[src/rtl/bounce_gen_pkg.sv]
// bounce_gen_pkg: shared FSM state encoding and LFSR tap mask for the bounce generator
// Contents: bg_state_e (IDLE/BOUNCE/SETTLE), LFSR_TAPS for x^16+x^14+x^13+x^11+1
package bounce_gen_pkg;
  typedef enum logic [1:0] {IDLE = 2'd0, BOUNCE = 2'd1, SETTLE = 2'd2} bg_state_e;
  localparam logic [15:0] LFSR_TAPS = 16'hB400;
endpackage

[src/rtl/lfsr16.sv]
// lfsr16: free-running 16-bit Fibonacci LFSR, loaded with seed on reset
// Ports: clk, reset (sync, active-high), seed[15:0] reset value, q[15:0] current state
module lfsr16 import bounce_gen_pkg::*; (
  input  logic        clk,
  input  logic        reset,
  input  logic [15:0] seed,
  output logic [15:0] q
);
  always_ff @(posedge clk)
    if (reset) q <= seed;
    else q <= {q[14:0], ^(q & LFSR_TAPS)};
endmodule

[src/rtl/bounce_gen.sv]
// bounce_gen: emulates a bouncy mechanical contact with random odd glitch gaps, then a long settle
// Ports: clk, reset (sync, active-high), start (request), level (final level), n_bounce[3:0] (glitch count),
//        sw (emulated contact), busy (operation in progress incl. done_tick), done_tick (end-of-settle pulse)
module bounce_gen import bounce_gen_pkg::*; #(
  parameter int          GAP_W      = 8,
  parameter int          SETTLE_CYC = 2500000,
  parameter logic [15:0] LFSR_SEED  = 16'hACE1
) (
  input  logic       clk,
  input  logic       reset,
  input  logic       start,
  input  logic       level,
  input  logic [3:0] n_bounce,
  output logic       sw,
  output logic       busy,
  output logic       done_tick
);
  localparam int SW = $clog2(SETTLE_CYC + 1);
  localparam logic [SW-1:0] SET_LAST = SW'(SETTLE_CYC - 1);
  bg_state_e        state_q;
  logic [15:0]      lfsr;
  logic             sw_q, busy_q, done_q, lvl_q;
  logic [3:0]       n_q;
  logic [4:0]       tog_q;
  logic [GAP_W-1:0] gap_q;
  logic [SW-1:0]    set_q;
  logic [GAP_W-1:0] g;
  logic             last_tog, accept, unused_bits;
  lfsr16 u_lfsr (.clk(clk), .reset(reset), .seed(LFSR_SEED), .q(lfsr));
  // forcing the LSB high keeps every gap odd and non-zero
  assign g = {lfsr[GAP_W-1:1], 1'b1};
  assign unused_bits = ^lfsr;
  assign last_tog = (tog_q + 5'd1) == {n_q, 1'b0};
  // a start coinciding with done_tick is dropped so the pulse is always followed by one idle cycle
  assign accept = start && !done_q;
  always_ff @(posedge clk) begin
    if (reset) begin
      state_q <= IDLE;
      sw_q    <= 1'b0;
      busy_q  <= 1'b0;
      done_q  <= 1'b0;
      lvl_q   <= 1'b0;
      n_q     <= '0;
      tog_q   <= '0;
      gap_q   <= '0;
      set_q   <= '0;
    end else begin
      done_q <= 1'b0;
      case (state_q)
        IDLE: begin
          busy_q <= accept;
          if (accept) begin
            sw_q    <= level;
            lvl_q   <= level;
            n_q     <= n_bounce;
            tog_q   <= '0;
            gap_q   <= g;
            set_q   <= '0;
            state_q <= n_bounce == 4'd0 ? SETTLE : BOUNCE;
          end
        end
        BOUNCE:
          if (gap_q == GAP_W'(1)) begin
            sw_q    <= last_tog ? lvl_q : ~sw_q;
            tog_q   <= tog_q + 5'd1;
            gap_q   <= g;
            state_q <= last_tog ? SETTLE : BOUNCE;
          end else gap_q <= gap_q - 1'b1;
        SETTLE:
          if (set_q == SET_LAST) begin
            done_q  <= 1'b1;
            state_q <= IDLE;
          end else set_q <= set_q + 1'b1;
        default: state_q <= IDLE;
      endcase
    end
  end
  assign sw        = sw_q;
  assign busy      = busy_q;
  assign done_tick = done_q;
endmodule
[config.mk]
export PLATFORM = sky130hd
export DESIGN_NAME = bounce_gen
export DESIGN_NICKNAME = d
export VERILOG_FILES = /design/src/rtl/bounce_gen_pkg.sv /design/src/rtl/lfsr16.sv /design/src/rtl/bounce_gen.sv
export SDC_FILE = /design/constraint.sdc
export NUM_CORES = 1
export LEC_CHECK = 0
export BUFFER_PORTS_ARGS = -buffer_cell sky130_fd_sc_hd__buf_2
export CAP_MARGIN = 20
export CORE_ASPECT_RATIO = 0.8
export CORE_MARGIN = 2
export CORE_UTILIZATION = 60
export DETAILED_ROUTE_END_ITERATION = 16
export HOLD_SLACK_MARGIN = 0.03
export PLACE_DENSITY = 0.85
export SLEW_MARGIN = 20
export SYNTH_ARGS = -nofsm -noshare
export SYNTH_HDL_FRONTEND = slang
export SYNTH_HIERARCHICAL = 1
export SYNTH_SLANG_ARGS = --single-unit
[constraint.sdc]
create_clock -name clk -period 3.3 [get_ports clk]
set_input_delay 0.33 -clock clk [delete_from_list [all_inputs] [get_ports clk]]
set_output_delay 0.33 -clock clk [all_outputs]
set_load 0.03 [all_outputs]
==> impl_metrics.json, run 1 <==
{
  "ys_types": 53,
  "io_pins": 11,
  "clkLatencyLatePin_ns": 0.33,
  "nFillCells": 365,
  "synth_area_per_cell_sq_um": 9.09,
  "drt_wl_total_um": 5920,
  "endpoint_kind": "register",
  "grt_pass1_vias": 2265,
  "final_cell_mix": "dfxtp_1, nand2_1, nor2_1",
  "finClkSkew_ns": 0.00862,
  "rows": 22,
  "post_cts_buffers": 0,
  "hold_violations": 0,
  "drcViolationCount": 0,
  "synth_top_cell_by_area": "dfxtp_1",
  "worst_pin_slew_ns": 0.853,
  "setup_ws_ns": 1.23,
  "min_period_ns": 2.07,
  "clockBufferDepth": 2,
  "antenna_cells": 0,
  "syn_inst": 322,
  "yosysSeqAreaShare_pct": 41.7,
  "synth.cell_area_sq_um": 2930,
  "synth_warnings": 6,
  "firstDrtPassIters": 4,
  "antenna_found_initial": 0,
  "final_common_cell": "dfxtp_1",
  "powerDensity_nw_per_um2": 524,
  "synth_flop_cell": "dfxtp_1",
  "reg2reg_slack_ns": 1.23,
  "holdCritPathClass": "in2reg",
  "status": "finished, final reports clean",
  "die_area_sq_um": 5460,
  "cts_tree": "built",
  "syn_to_final_growth_pct": 9.62,
  "wl_per_cell_um": 14.6,
  "coreArea_sq_um": 4650,
  "cp-startpoint": "state_q[0]$_SDFFE_PP0P_",
  "cap_viol_max_count": 0,
  "clk_pin_slew_ns": 0.06,
  "cp.arrival_ns": 2.32,
  "grt_usage_pct": 25.1,
  "setup_violations": 0,
  "ant_nets": 0,
  "nets": 355,
  "grt_max_degree": 25,
  "leakage_nw": 1.17,
  "ir_worst_vdd_mv": 0.367,
  "worstPathRequired_ns": 3.56,
  "rsz0062_at_grt": "false",
  "slew_headroom_pct": 42.9,
  "htree_levels": 3,
  "cp_max_fo": 11,
  "tns_ns": 0,
  "dp_slack_ns": 1.28,
  "dp_hpwl_um": 4190,
  "synth_area_leaders": "dfxtp_1, xnor2_1, mux2_4",
  "initial_core_util_pct": 62.9,
  "hold_start": "n_bounce[0]",
  "drive_gt1_share_pct": 13.0,
  "synth-seq-cells": 61,
  "via_per_inst": 5.71,
  "worstSetupStartpointType": "register",
  "synth_top_area_share_pct": 41.7,
  "drv_slew": 0,
  "die_h_um": 66.5,
  "cts_made_buffers": 9,
  "max_freq_ghz": 0.484,
  "cts.sinks": 61,
  "place.gp.congestion": 0.810,
  "detail_route.iter0.violations": 176,
  "synthArstFlopShare_pct": 0,
  "root_buffer": "clkbuf_8",
  "synth_edf_count": 0,
  "gr-total-overflow": 0,
  "die_w_um": 82.1,
  "grt_pass1_wl_um": 10400,
  "io_buffer_count": 10,
  "r2r-start": "state_q[0]$_SDFFE_PP0P_",
  "crit_type": "reg2reg",
  "cts_resized": 0,
  "finalCritPeriodShare_pct": 62.6,
  "ctsHoldBuffers": 0,
  "vias": 2317
}
## cell type report
type                    instances  area (sq um)  share of cell area [%]
well taps                      60          75.1                    2.34
flip-flops and latches         61          1220                    38.1
clock inverters                 2          35.0                    1.09
repair buffers                 11          57.6                    1.79
multi-input cells             251          1640                    51.1
clock buffers                  12           145                    4.52
inverters                       9          33.8                    1.05
## cells by family (layout without fill, tap and decap cells)
group / after synthesis / after routing / synth area share (%)
simple gates: 126 / 126 / 23.8
compound gates: 62 / 62 / 12.7
flops: 61 / 61 / 41.7
xor+xnor: 25 / 25 / 7.95
buf+inv: 24 / 34 / 4.02
mux: 18 / 18 / 7.87
fa+ha+maj: 4 / 4 / 1.71
other cells: 2 / 16 / 0.257
## metal layers
metal	routed length (um)	vias up	global-route usage [%]
met5	0	-	0
li1	-	1175	-
met1	2810	1071	31.9
met2	2710	62	40.1
met3	334	9	8.13
met4	65	0	8.33
## worst max-delay path, stage by stage, from the launching register on
cell and delay, ns:
dfxtp_1 0.53, nor2b_1 0.53, o21ai_2 0.22, or3_1 0.39, a21o_1 0.19, a21oi_1 0.13
## Yosys cell counts (4+ instances only)
master / number
a21oi_1: 23
clkbuf_1: 9
dfxtp_1: 61
ha_1: 4
inv_1: 9
mux2_2: 8
mux2_4: 8
nand2_1: 28
nand3_1: 11
nor2_1: 28
nor2b_1: 5
nor3_1: 8
nor4_1: 12
o211ai_1: 4
o21ai_0: 15
or3_1: 7
or4_1: 5
xnor2_1: 21
## per-stage QoR
stage	instance area, sq um	power [mW]	hold slack [ns]	utilization, %	instances
floorplan	2980	1.03	0.434	-	336
global placement	3030	1.06	0.439	65.1	392
detailed placement	3030	1.08	0.445	65.1	392
CTS	3210	1.69	0.240	69.0	406
global route	3210	1.76	0.256	69.0	406
finish	3210	1.68	0.250	69.0	406
## power by group
group / switching, mW / internal [mW]
clock: 0.256 / 0.360
sequential: 0.0463 / 0.785
combinational: 0.130 / 0.104
## path summary, 6_finish.rpt
check	to	cells after the start
max	gap_q[7]$_SDFFE_PP0P_	5
max reg2reg	gap_q[7]$_SDFFE_PP0P_	5
min	n_q[0]$_SDFFE_PP0P_	3
min reg2reg	u_lfsr/q[9]$_DFF_P_	1
## sequential cells by signal, summed over array words and instances, names as in the netlist, 2 cells and up
name,count
gap_q,8
n_q,4
set_q,22
state_q,2
tog_q,5
u_lfsr/q,16
Power figures use the tool's default switching activity.
==> run 2, diff against run 1 <==
Clock period 3.3 ns to 2.09 ns, I/O delays scaled along.
==> impl_metrics.json, run 2 (synthesis gave the netlist of run 1 again) <==
{
  "switchingPower_mw": 0.731,
  "dr.max_layer_used": "met4",
  "largestRegisters": "set_q x22, u_lfsr/q x16, gap_q x8",
  "clkLatencyLatePin_ns": 0.34,
  "cts_tree": "built",
  "regArea_sq_um": 1220,
  "met3_length_um": 394,
  "largest_reg_flops": 22,
  "rsz0062_at_grt": "false",
  "dp.cells": 403,
  "nFillCells": 339,
  "cts.sinks": 61,
  "finClkSkew_ns": 0.00855,
  "r2r-start": "tog_q[0]$_SDFFE_PP0P_",
  "max_freq_ghz": 0.508,
  "grt_pass1_vias": 2192,
  "hold_violations": 0,
  "drcViolationCount": 0,
  "wl_met2_um": 2790,
  "cts_made_buffers": 9,
  "min_period_ns": 1.97,
  "combPwrFrac_pct": 14.5,
  "holdCritPathClass": "in2reg",
  "drt_wl_total_um": 6120,
  "die_area_sq_um": 5460,
  "pwr-share-seq_pct": 47.9,
  "wl_per_cell_um": 14.6,
  "final_common_cell": "dfxtp_1",
  "worst_pin_slew_ns": 0.870,
  "m1WireLength_um": 2850,
  "crit_type": "reg2reg",
  "dp_hpwl_um": 4250,
  "leakage_nw": 1.23,
  "via_per_inst": 5.86,
  "cp-startpoint": "tog_q[0]$_SDFFE_PP0P_",
  "power.internal_mw": 2.00,
  "cp.arrival_ns": 2.20,
  "die_w_um": 82.1,
  "stdcell_count": 419,
  "ir_worst_vdd_mv": 0.499,
  "place.gp.congestion": 0.893,
  "worstPathRequired_ns": 2.32,
  "status": "finished, final reports clean",
  "slew_headroom_pct": 41.7,
  "firstDrtPassIters": 5,
  "pwr-share-clk_pct": 37.6,
  "grt_max_degree": 24,
  "drv_slew": 0,
  "cap_viol_max_count": 0,
  "io_buffer_count": 10,
  "finalCritPeriodShare_pct": 94.2,
  "setup_violations": 0,
  "vias": 2456,
  "drive_gt1_share_pct": 16.4,
  "htree_levels": 3,
  "multi_input_area_sq_um": 1650,
  "fin_util_pct": 71.2,
  "gr-total-overflow": 0,
  "clockBufferDepth": 2,
  "root_buffer": "clkbuf_8",
  "detail_route.iter0.violations": 205,
  "initial_core_util_pct": 62.9,
  "antenna_cells": 0,
  "rows": 22,
  "antenna_found_initial": 0,
  "cp_max_fo": 5,
  "final_cell_mix": "dfxtp_1, nand2_1, nor2_1",
  "endpoint_kind": "register",
  "tns_ns": 0,
  "hold_start": "n_bounce[0]",
  "sw_frac_of_total_pct": 26.8,
  "syn_to_final_growth_pct": 13.1,
  "grt_pass1_wl_um": 9990,
  "powerDensity_nw_per_um2": 825,
  "coreArea_sq_um": 4650,
  "grt_usage_pct": 24.5,
  "die_h_um": 66.5,
  "ant_nets": 0,
  "clk_pin_slew_ns": 0.07,
  "worstSetupStartpointType": "register",
  "nets": 366,
  "ctsHoldBuffers": 0,
  "io_pins": 11,
  "largest_register": "set_q"
}
[run 2: worst paths after layout]
check                                  to  slack [ns]  cells after the start
setup reg to reg  state_q[0]$_SDFFE_PP0P_        0.12                      6
hold reg to reg      u_lfsr/q[15]$_DFF_P_        0.46                      1
hold / removal        n_q[0]$_SDFFE_PP0P_        0.11                      3
setup / recovery  state_q[0]$_SDFFE_PP0P_        0.12                      6
[run 2: per-layer routing]
metal	GRT usage [%]	vias to the layer above
li1	-	1202
met1	31.4	1149
met2	37.2	94
met3	9.76	11
met4	8.54	0
met5	0	-
[run 2: cell type report]
type / instances / area share [%]
Multi-Input combinational cell: 251 / 49.8
Clock inverter: 4 / 1.44
Clock buffer: 12 / 4.38
Timing Repair Buffer: 22 / 4.23
Tap cell: 60 / 2.27
Inverter: 9 / 1.02
Sequential cell: 61 / 36.9
[run 2: worst max-delay path, stage by stage, from the launching register on]
cell and delay (ns):
dfxtp_1 0.42, ha_1 0.28, nand3_1 0.18, xnor2_1 0.18
or3_1 0.44, a221oi_1 0.29, nor2_1 0.06
[run 2: what timing repair did]
| item | in CTS | in global routing |
|---|---|---|
| buffers inserted | 0 | 0 |
| resized for setup | 0 | 1 |
| setup endpoints to repair | 0 | 1 |
[run 2: metrics by stage]
step	hold WS [ns]	worst slack (ns)	total power, mW	cell area [sq um]
floorplan	0.345	0.258	1.62	2980
global placement	0.435	0.247	1.70	3110
detailed placement	0.457	0.192	1.72	3110
CTS	0.102	0.132	2.74	3300
global route	0.118	0.0143	2.85	3310
finish	0.113	0.121	2.73	3310
[run 2: power by group through the flow]
| stage | clock network (mW) | logic [mW] | registers (mW) |
|---|---|---|---|
| CTS | 1.04 | 0.391 | 1.31 |
| global route | 1.10 | 0.438 | 1.31 |
| detailed placement | 0 | 0.387 | 1.33 |
| floorplan | 0 | 0.301 | 1.32 |
| global placement | 0 | 0.374 | 1.32 |
| finish | 1.03 | 0.396 | 1.31 |
